File: src/rtl/fc_argmax.sv
`default_nettype none
// ============================================================================
// Module   : fc_argmax
// Purpose  : Sequential argmax over a flattened vector of signed logits.
//            A whole vector is captured in one handshake and scanned one
//            element per clock. The winning index and value are held until
//            downstream accepts them.
// Ports    : clk, rst       - clock, asynchronous active-high reset
//            in_valid/in_ready   - vector handshake (ready only in IDLE)
//            logits              - NUM_CLASSES x DATA_W flattened vector,
//                                  element k at [k*DATA_W +: DATA_W]
//            out_valid/out_ready - result handshake
//            class_id, max_logit - registered result
//            busy                - high while scanning or holding a result
// Revision : 1.0 - initial release
// ============================================================================
module fc_argmax #(
  parameter int NUM_CLASSES = 10,
  parameter int DATA_W      = 16,
  parameter int IDX_W       = 4
) (
  input  logic                          clk,
  input  logic                          rst,
  input  logic                          in_valid,
  output logic                          in_ready,
  input  logic [DATA_W*NUM_CLASSES-1:0] logits,
  output logic                          out_valid,
  input  logic                          out_ready,
  output logic [IDX_W-1:0]              class_id,
  output logic [DATA_W-1:0]             max_logit,
  output logic                          busy
);

  localparam bit               SINGLE   = (NUM_CLASSES == 1);
  localparam logic [IDX_W-1:0] LAST_IDX = IDX_W'(NUM_CLASSES - 1);

  typedef enum logic [1:0] {
    S_IDLE = 2'd0,
    S_SCAN = 2'd1,
    S_DONE = 2'd2
  } state_t;

  state_t                          state_q, state_d;
  logic [DATA_W*NUM_CLASSES-1:0]   vec_q, vec_d;
  logic [DATA_W-1:0]               best_val_q, best_val_d;
  logic [IDX_W-1:0]                best_idx_q, best_idx_d;
  logic [IDX_W-1:0]                idx_q, idx_d;
  logic                            out_valid_q, out_valid_d;
  logic [IDX_W-1:0]                class_id_q, class_id_d;
  logic [DATA_W-1:0]               max_logit_q, max_logit_d;

  logic [DATA_W-1:0]               scan_elem;
  logic [DATA_W-1:0]               cand_val;
  logic [IDX_W-1:0]                cand_idx;

  // Select the captured element currently under inspection.
  always_comb begin
    scan_elem = '0;
    for (int k = 0; k < NUM_CLASSES; k++) begin
      if (idx_q == IDX_W'(k)) begin
        scan_elem = vec_q[k*DATA_W +: DATA_W];
      end
    end
  end

  // Strict greater-than keeps the lowest index on ties.
  always_comb begin
    cand_val = best_val_q;
    cand_idx = best_idx_q;
    if ($signed(scan_elem) > $signed(best_val_q)) begin
      cand_val = scan_elem;
      cand_idx = idx_q;
    end
  end

  always_comb begin
    state_d     = state_q;
    vec_d       = vec_q;
    best_val_d  = best_val_q;
    best_idx_d  = best_idx_q;
    idx_d       = idx_q;
    out_valid_d = out_valid_q;
    class_id_d  = class_id_q;
    max_logit_d = max_logit_q;

    case (state_q)
      S_IDLE: begin
        if (in_valid) begin
          vec_d      = logits;
          best_val_d = logits[DATA_W-1:0];
          best_idx_d = '0;
          idx_d      = IDX_W'(1);
          if (SINGLE) begin
            // Element 0 is already the answer; publish it immediately.
            state_d     = S_DONE;
            out_valid_d = 1'b1;
            class_id_d  = '0;
            max_logit_d = logits[DATA_W-1:0];
          end else begin
            state_d = S_SCAN;
          end
        end
      end

      S_SCAN: begin
        best_val_d = cand_val;
        best_idx_d = cand_idx;
        idx_d      = idx_q + IDX_W'(1);
        if (idx_q == LAST_IDX) begin
          // Result registers take the final comparison outcome directly.
          state_d     = S_DONE;
          out_valid_d = 1'b1;
          class_id_d  = cand_idx;
          max_logit_d = cand_val;
        end
      end

      S_DONE: begin
        if (out_ready) begin
          state_d     = S_IDLE;
          out_valid_d = 1'b0;
        end
      end

      default: begin
        state_d     = S_IDLE;
        out_valid_d = 1'b0;
      end
    endcase
  end

  always_ff @(posedge clk or posedge rst) begin
    if (rst) begin
      state_q     <= S_IDLE;
      vec_q       <= '0;
      best_val_q  <= '0;
      best_idx_q  <= '0;
      idx_q       <= '0;
      out_valid_q <= 1'b0;
      class_id_q  <= '0;
      max_logit_q <= '0;
    end else begin
      state_q     <= state_d;
      vec_q       <= vec_d;
      best_val_q  <= best_val_d;
      best_idx_q  <= best_idx_d;
      idx_q       <= idx_d;
      out_valid_q <= out_valid_d;
      class_id_q  <= class_id_d;
      max_logit_q <= max_logit_d;
    end
  end

  assign in_ready  = (state_q == S_IDLE);
  assign busy      = (state_q != S_IDLE);
  assign out_valid = out_valid_q;
  assign class_id  = class_id_q;
  assign max_logit = max_logit_q;

endmodule
`default_nettype wire

File: config.mk
export PLATFORM = sky130hd
export DESIGN_NAME = fc_argmax
export DESIGN_NICKNAME = d
export VERILOG_FILES = /design/src/rtl/fc_argmax.sv
export SDC_FILE = /design/constraint.sdc
export NUM_CORES = 1
export LEC_CHECK = 0
export CORE_ASPECT_RATIO = 1.2
export CORE_MARGIN = 3
export CORE_UTILIZATION = 41
export DETAILED_ROUTE_END_ITERATION = 10
export PLACE_DENSITY_LB_ADDON = 0.3
export SYNTH_ARGS = -nofsm -noshare
export SYNTH_HDL_FRONTEND = slang
export SYNTH_SLANG_ARGS = --single-unit
File: constraint.sdc
create_clock -name clk -period 21.7 [get_ports clk]
set_clock_uncertainty 0.05 [all_clocks]
set_input_delay 5.425 -clock clk [delete_from_list [all_inputs] [get_ports clk]]
set_output_delay 5.425 -clock clk [all_outputs]
set_load 0.01 [all_outputs]
Word-level counts from Yosys, hierarchy flattened
Index checks and enable logic that the tools add are counted.
- bits in registers: 207
- input bits: 164
- logic and storage cells: 59
- add/sub/neg operators: 1
- magnitude comparators: 1
- equal/unequal tests: 14
- multiplexer cells: 25
- bitwise logic cells: 1
- reduce and logical (&&, ||, !) cells: 9
- operator list (operator ; number):
    two-way mux 16 bit ; 12
    case mux 16 bit (2 select lines) ; 1
    == test 4 x 3 -> 1 bit (second input constant) ; 4
    > comparator 16 bit ; 1
    case mux 4 bit (2 select lines) ; 2
    two-way mux 4 bit ; 3
    == test 4 x 2 -> 1 bit (second input constant) ; 2
    == test 4 bit (second input constant) ; 2
    two-way mux 2 bit ; 3
    inequality test 2 bit (second input constant) ; 3
    case mux 2 bit (3 select lines) ; 1
    AND reduction 2 bit ; 3
    AND reduction 3 bit ; 2
    adder 4 x 1 -> 4 bit (second input constant) ; 1
    == test 4 x 1 -> 1 bit (second input constant) ; 1
    zero test 4 bit ; 1
    nonzero test 2 bit ; 2
    case mux 1 bit (3 select lines) ; 1
    == test 2 x 1 -> 1 bit (second input constant) ; 1
    == test 2 bit (second input constant) ; 1
    zero test 2 bit ; 1
    two-way mux 1 bit ; 2
    NOT 1 bit ; 1

Depth between registers and ports, before layout
- depth after elaboration: 14
- depth in mapped cells: 18
- gate-level depth less buffers: 14

Worst setup path before layout
No wires, ideal clock.
- path kind: register -> output
- start point: reg state_q[0]
- end point: out busy
- arrival time: 1.146 ns
- path slack: 15.079 ns
- stages on the path, launching flop included: 5
- path buffers: 2
- cells stage by stage: dfrtp_1 nor2_1 clkbuf_1 clkbuf_1 inv_1
- cells in the longest elaborated chain, start to end: 1
- RTL lines (element ; line ; RTL):
    start: declaration ; 43 ; state_t state_q, state_d;
    start signal: assignment ; 143 ; state_q <= state_d;
    nonzero test 2 bit ; 155 ; assign busy = (state_q != S_IDLE);
    end: declaration ; 31 ; output logic busy
Every way passes these cells.

Final worst setup path
- start point: in in_valid
- end point: reg vec_q[46]
- cells in the longest elaborated chain, start to end: 1
- RTL lines (element ; line ; RTL):
    start: declaration ; 24 ; input logic in_valid,
    AND reduction 2 bit (no line) ; n/a ;
    end signal: assignment ; 144 ; vec_q <= vec_d;
    end: declaration ; 44 ; logic [DATA_W*NUM_CLASSES-1:0] vec_q, vec_d;
Every way passes these cells.
A chain may end at the register's enable or synchronous reset.

==> flow_metrics.tcl <==
set metrics [dict create \
    drtIter0Drc 915 \
    grt_antenna_before_repair 0 \
    hold_viol 0 \
    synth_cell_type_count 49 \
    die-height_um 180 \
    htreeDepth 1 \
    finalSetupViolCount 0 \
    num-fill-cells 2323 \
    insertion_delay_ns 0.50 \
    hold-path-cell-count 2 \
    slowest_stage "and2_4" \
    synth_top_cell_by_area "dfrtp_1" \
    grt_pass1_vias 8840 \
    slowest_delay_ns 0.84 \
    worst_pin_slew_ns 1.22 \
    first_pass_iters 5 \
    ys_warn_count 0 \
    cts_tree "yes" \
    fin_crit_ns 7.83 \
    core_area_um2 24800 \
    netlist.area_leader.share_pct 49.9 \
    crit_arrival_ns 8.12 \
    seq_area_frac_synth_pct 49.9 \
    path_depth 4 \
    overflow 0 \
    vias 9036 \
    p_sw_uw 893 \
    vdd_drop_max_mv 0.117 \
    cp-end-kind "flip-flop" \
    clock-sinks 207 \
    cts_setup_buffers 0 \
    clkPwrFrac_pct 17.2 \
    pin_count 187 \
    power.leakage_uw 0.00612 \
    netlist_instances 1181 \
    drive_above_1_share_pct 5.07 \
    globalRouteMet2Util_pct 36.2 \
    syn_avg_cell_area_um2 8.79 \
    ant_nets 0 \
    grt_use_met1_pct 31.4 \
    cts-root-buf "clkbuf_16" \
    hold_buffers 0 \
    cap_violations 0 \
    relSlewSlack_pct 18.3 \
    cts_made_buffers 22 \
    path_cells "clkdlybuf4s50_1, and2_4, buf_4, o21ai_0" \
    path_clk_slew_ns 0.06 \
    cp.buffers_inverters 2 \
    syn-cell-area_um2 10400 \
    grt_usage_pct 22.9 \
    grt.busiest_layer "met2" \
    synth-edff-count 0 \
    finish.utilization_pct 52.3 \
    port_buffers 186 \
    place_hpwl_mm 23.0 \
    clock.fmax_mhz 128 \
    antennaDiodeCount 0 \
    drc 0 \
    holdWs_ns 0.426 \
    reg2reg_depth 11 \
    ys_seq_elements 207 \
    grt_max_degree 149 \
    grt_setup_unrepaired "no" \
    synth_async_sr_flop_share_pct 100 \
    required_ns 22.00 \
    design.die.area_um2 27300 \
    p_per_area_nw_per_um2 158 \
    synth_flop_cell "dfrtp_1" \
    critPathTopFamily "buffers and inverters" \
    worstHoldPathType "reg2reg" \
    gp_congestion 0.867 \
    die_w_um 151 \
    nets 1493 \
    seqPwrFrac_pct 33.6 \
    synth_nets 1365 \
    avgViaCountPerCell 5.49 \
    start_util_pct 41.8 \
    synth_area_leaders "dfrtp_1 (50%), nand2_1 (16%), a221o_1 (2.6%), ha_1 (2.4%), nand3_1 (2.4%)" \
    grt_pass1_wl_mm 48.9 \
    cp-start-kind "primary input" \
    critPathKind "in2reg" \
    tns_ns 0 \
    p_int_uw 1160 \
    grtUsageMet3_pct 3.30 \
    cp_max_fo 87 \
    cts_max_path_buffers 3 \
    maxSlewViolCount 0 \
    wire_per_inst_um 19.5 \
    swShare_pct 43.4 \
    ctsResizeCount 0 \
    syn_to_final_growth_pct 25.1 \
    fin_crit_sh_pct 36.1 \
    status "finished clean" \
    routed_wl_mm 32.1 \
    comb_power_share_pct 49.1 \
    rows 63 \
]
## placed cells by master (no fill, tap or decap), types with 6 or more instances in the layout
master,n
inv_1,39
nor2b_1,36
o21ai_0,31
a21oi_1,42
ha_1,19
a22oi_1,16
nand2_1,433
o221a_2,15
o31ai_1,18
o311ai_1,12
nor2_1,6
nand3_1,49
a221oi_1,15
nand3b_1,32
clkdlybuf4s50_1,186
and3_1,16
clkbuf_16,23
o211ai_1,15
o21bai_1,6
buf_4,8
dfrtp_1,207
clkbuf_1,6
a221o_1,27
a21o_1,18
## synth_stat cells (2+ instances only)
cell / number
clkbuf_1: 63
nand3_1: 49
o21ai_0: 31
a221oi_1: 15
and3_1: 16
dfrtp_1: 207
buf_1: 5
nand3b_2: 2
o221a_2: 15
o211ai_1: 15
mux2i_1: 3
o311ai_0: 2
nand3b_1: 32
a21oi_1: 42
o311ai_1: 12
nor3_1: 2
nand4_1: 3
nor2_1: 6
nor2b_1: 36
a21o_1: 18
o31ai_1: 18
inv_1: 40
nand2b_1: 2
o21ai_1: 3
buf_2: 13
buf_6: 9
a211o_1: 2
nand2_1: 434
a221o_1: 27
ha_1: 20
o21bai_1: 6
a22oi_1: 16
## worst paths after layout
path / startpoint / to / slack, ns
max reg2reg: idx_q[3] / class_id[1] / 15.77
max: in_valid / vec_q[46] / 13.87
max in group asynchronous: rst / vec_q[5] / 14.51
min: vec_q[121] / vec_q[121] / 0.43
min reg2reg: vec_q[121] / vec_q[121] / 0.43
min in group asynchronous: rst / best_idx_q[1] / 5.41
## metal layers
layer / wire [µm] / vias up
met3: 2270 / 77
met5: 0 / -
met2: 15300 / 355
met1: 13100 / 4310
met4: 1470 / 0
li1: - / 4294
## state kept, by name, summed over array words and instances, names as in the netlist
register / flops
state_q: 2
idx_q: 4
out_valid: 1
vec_q: 160
max_logit: 16
best_val_q: 16
class_id: 4
best_idx_q: 4
## final cells by class
cell class	count	area, µm²	area share (%)
sequential	207	5180	39.9
timing repair buffer	194	1920	14.8
tap	325	407	3.13
multi-input combinational	844	4650	35.8
clock inverter	5	28.8	0.222
clock buffer	32	639	4.92
inverter	40	158	1.21
## cells by family after synthesis
logic type / synth area share, %
XOR/XNOR: 0.0844
multiplexers: 0.289
AO/OA/AOI/OAI: 16.8
adder cells (fa/ha/maj): 2.41
buffers and inverters: 5.51
AND/OR/NAND/NOR: 25.0
flip-flops: 49.9
## through the flow
stage,setup WS [ns],instance area [µm²],power (µW),cells
floorplan,10.57,10400,1460,1181
global placement,13.41,12300,1660,1610
detailed placement,13.36,12300,1690,1610
CTS,13.88,13000,2050,1647
global route,13.61,13000,2200,1647
finish,13.87,13000,2050,1647
## tightest hold or removal path, cell delays in order, from the launching register on
cell and delay (ns):
dfrtp_1 0.34, nand2_1 0.05, nand2_1 0.05
## power by group through the flow
| stage | clock (µW) | sequential (µW) | combinational [µW] |
|---|---|---|---|
| CTS | 359 | 689 | 1000 |
| global route | 376 | 708 | 1120 |
| finish | 354 | 691 | 1010 |
| detailed placement | 0 | 694 | 1000 |
| global placement | 0 | 689 | 975 |
| floorplan | 0 | 649 | 806 |
Power figures use the tool's default switching activity.
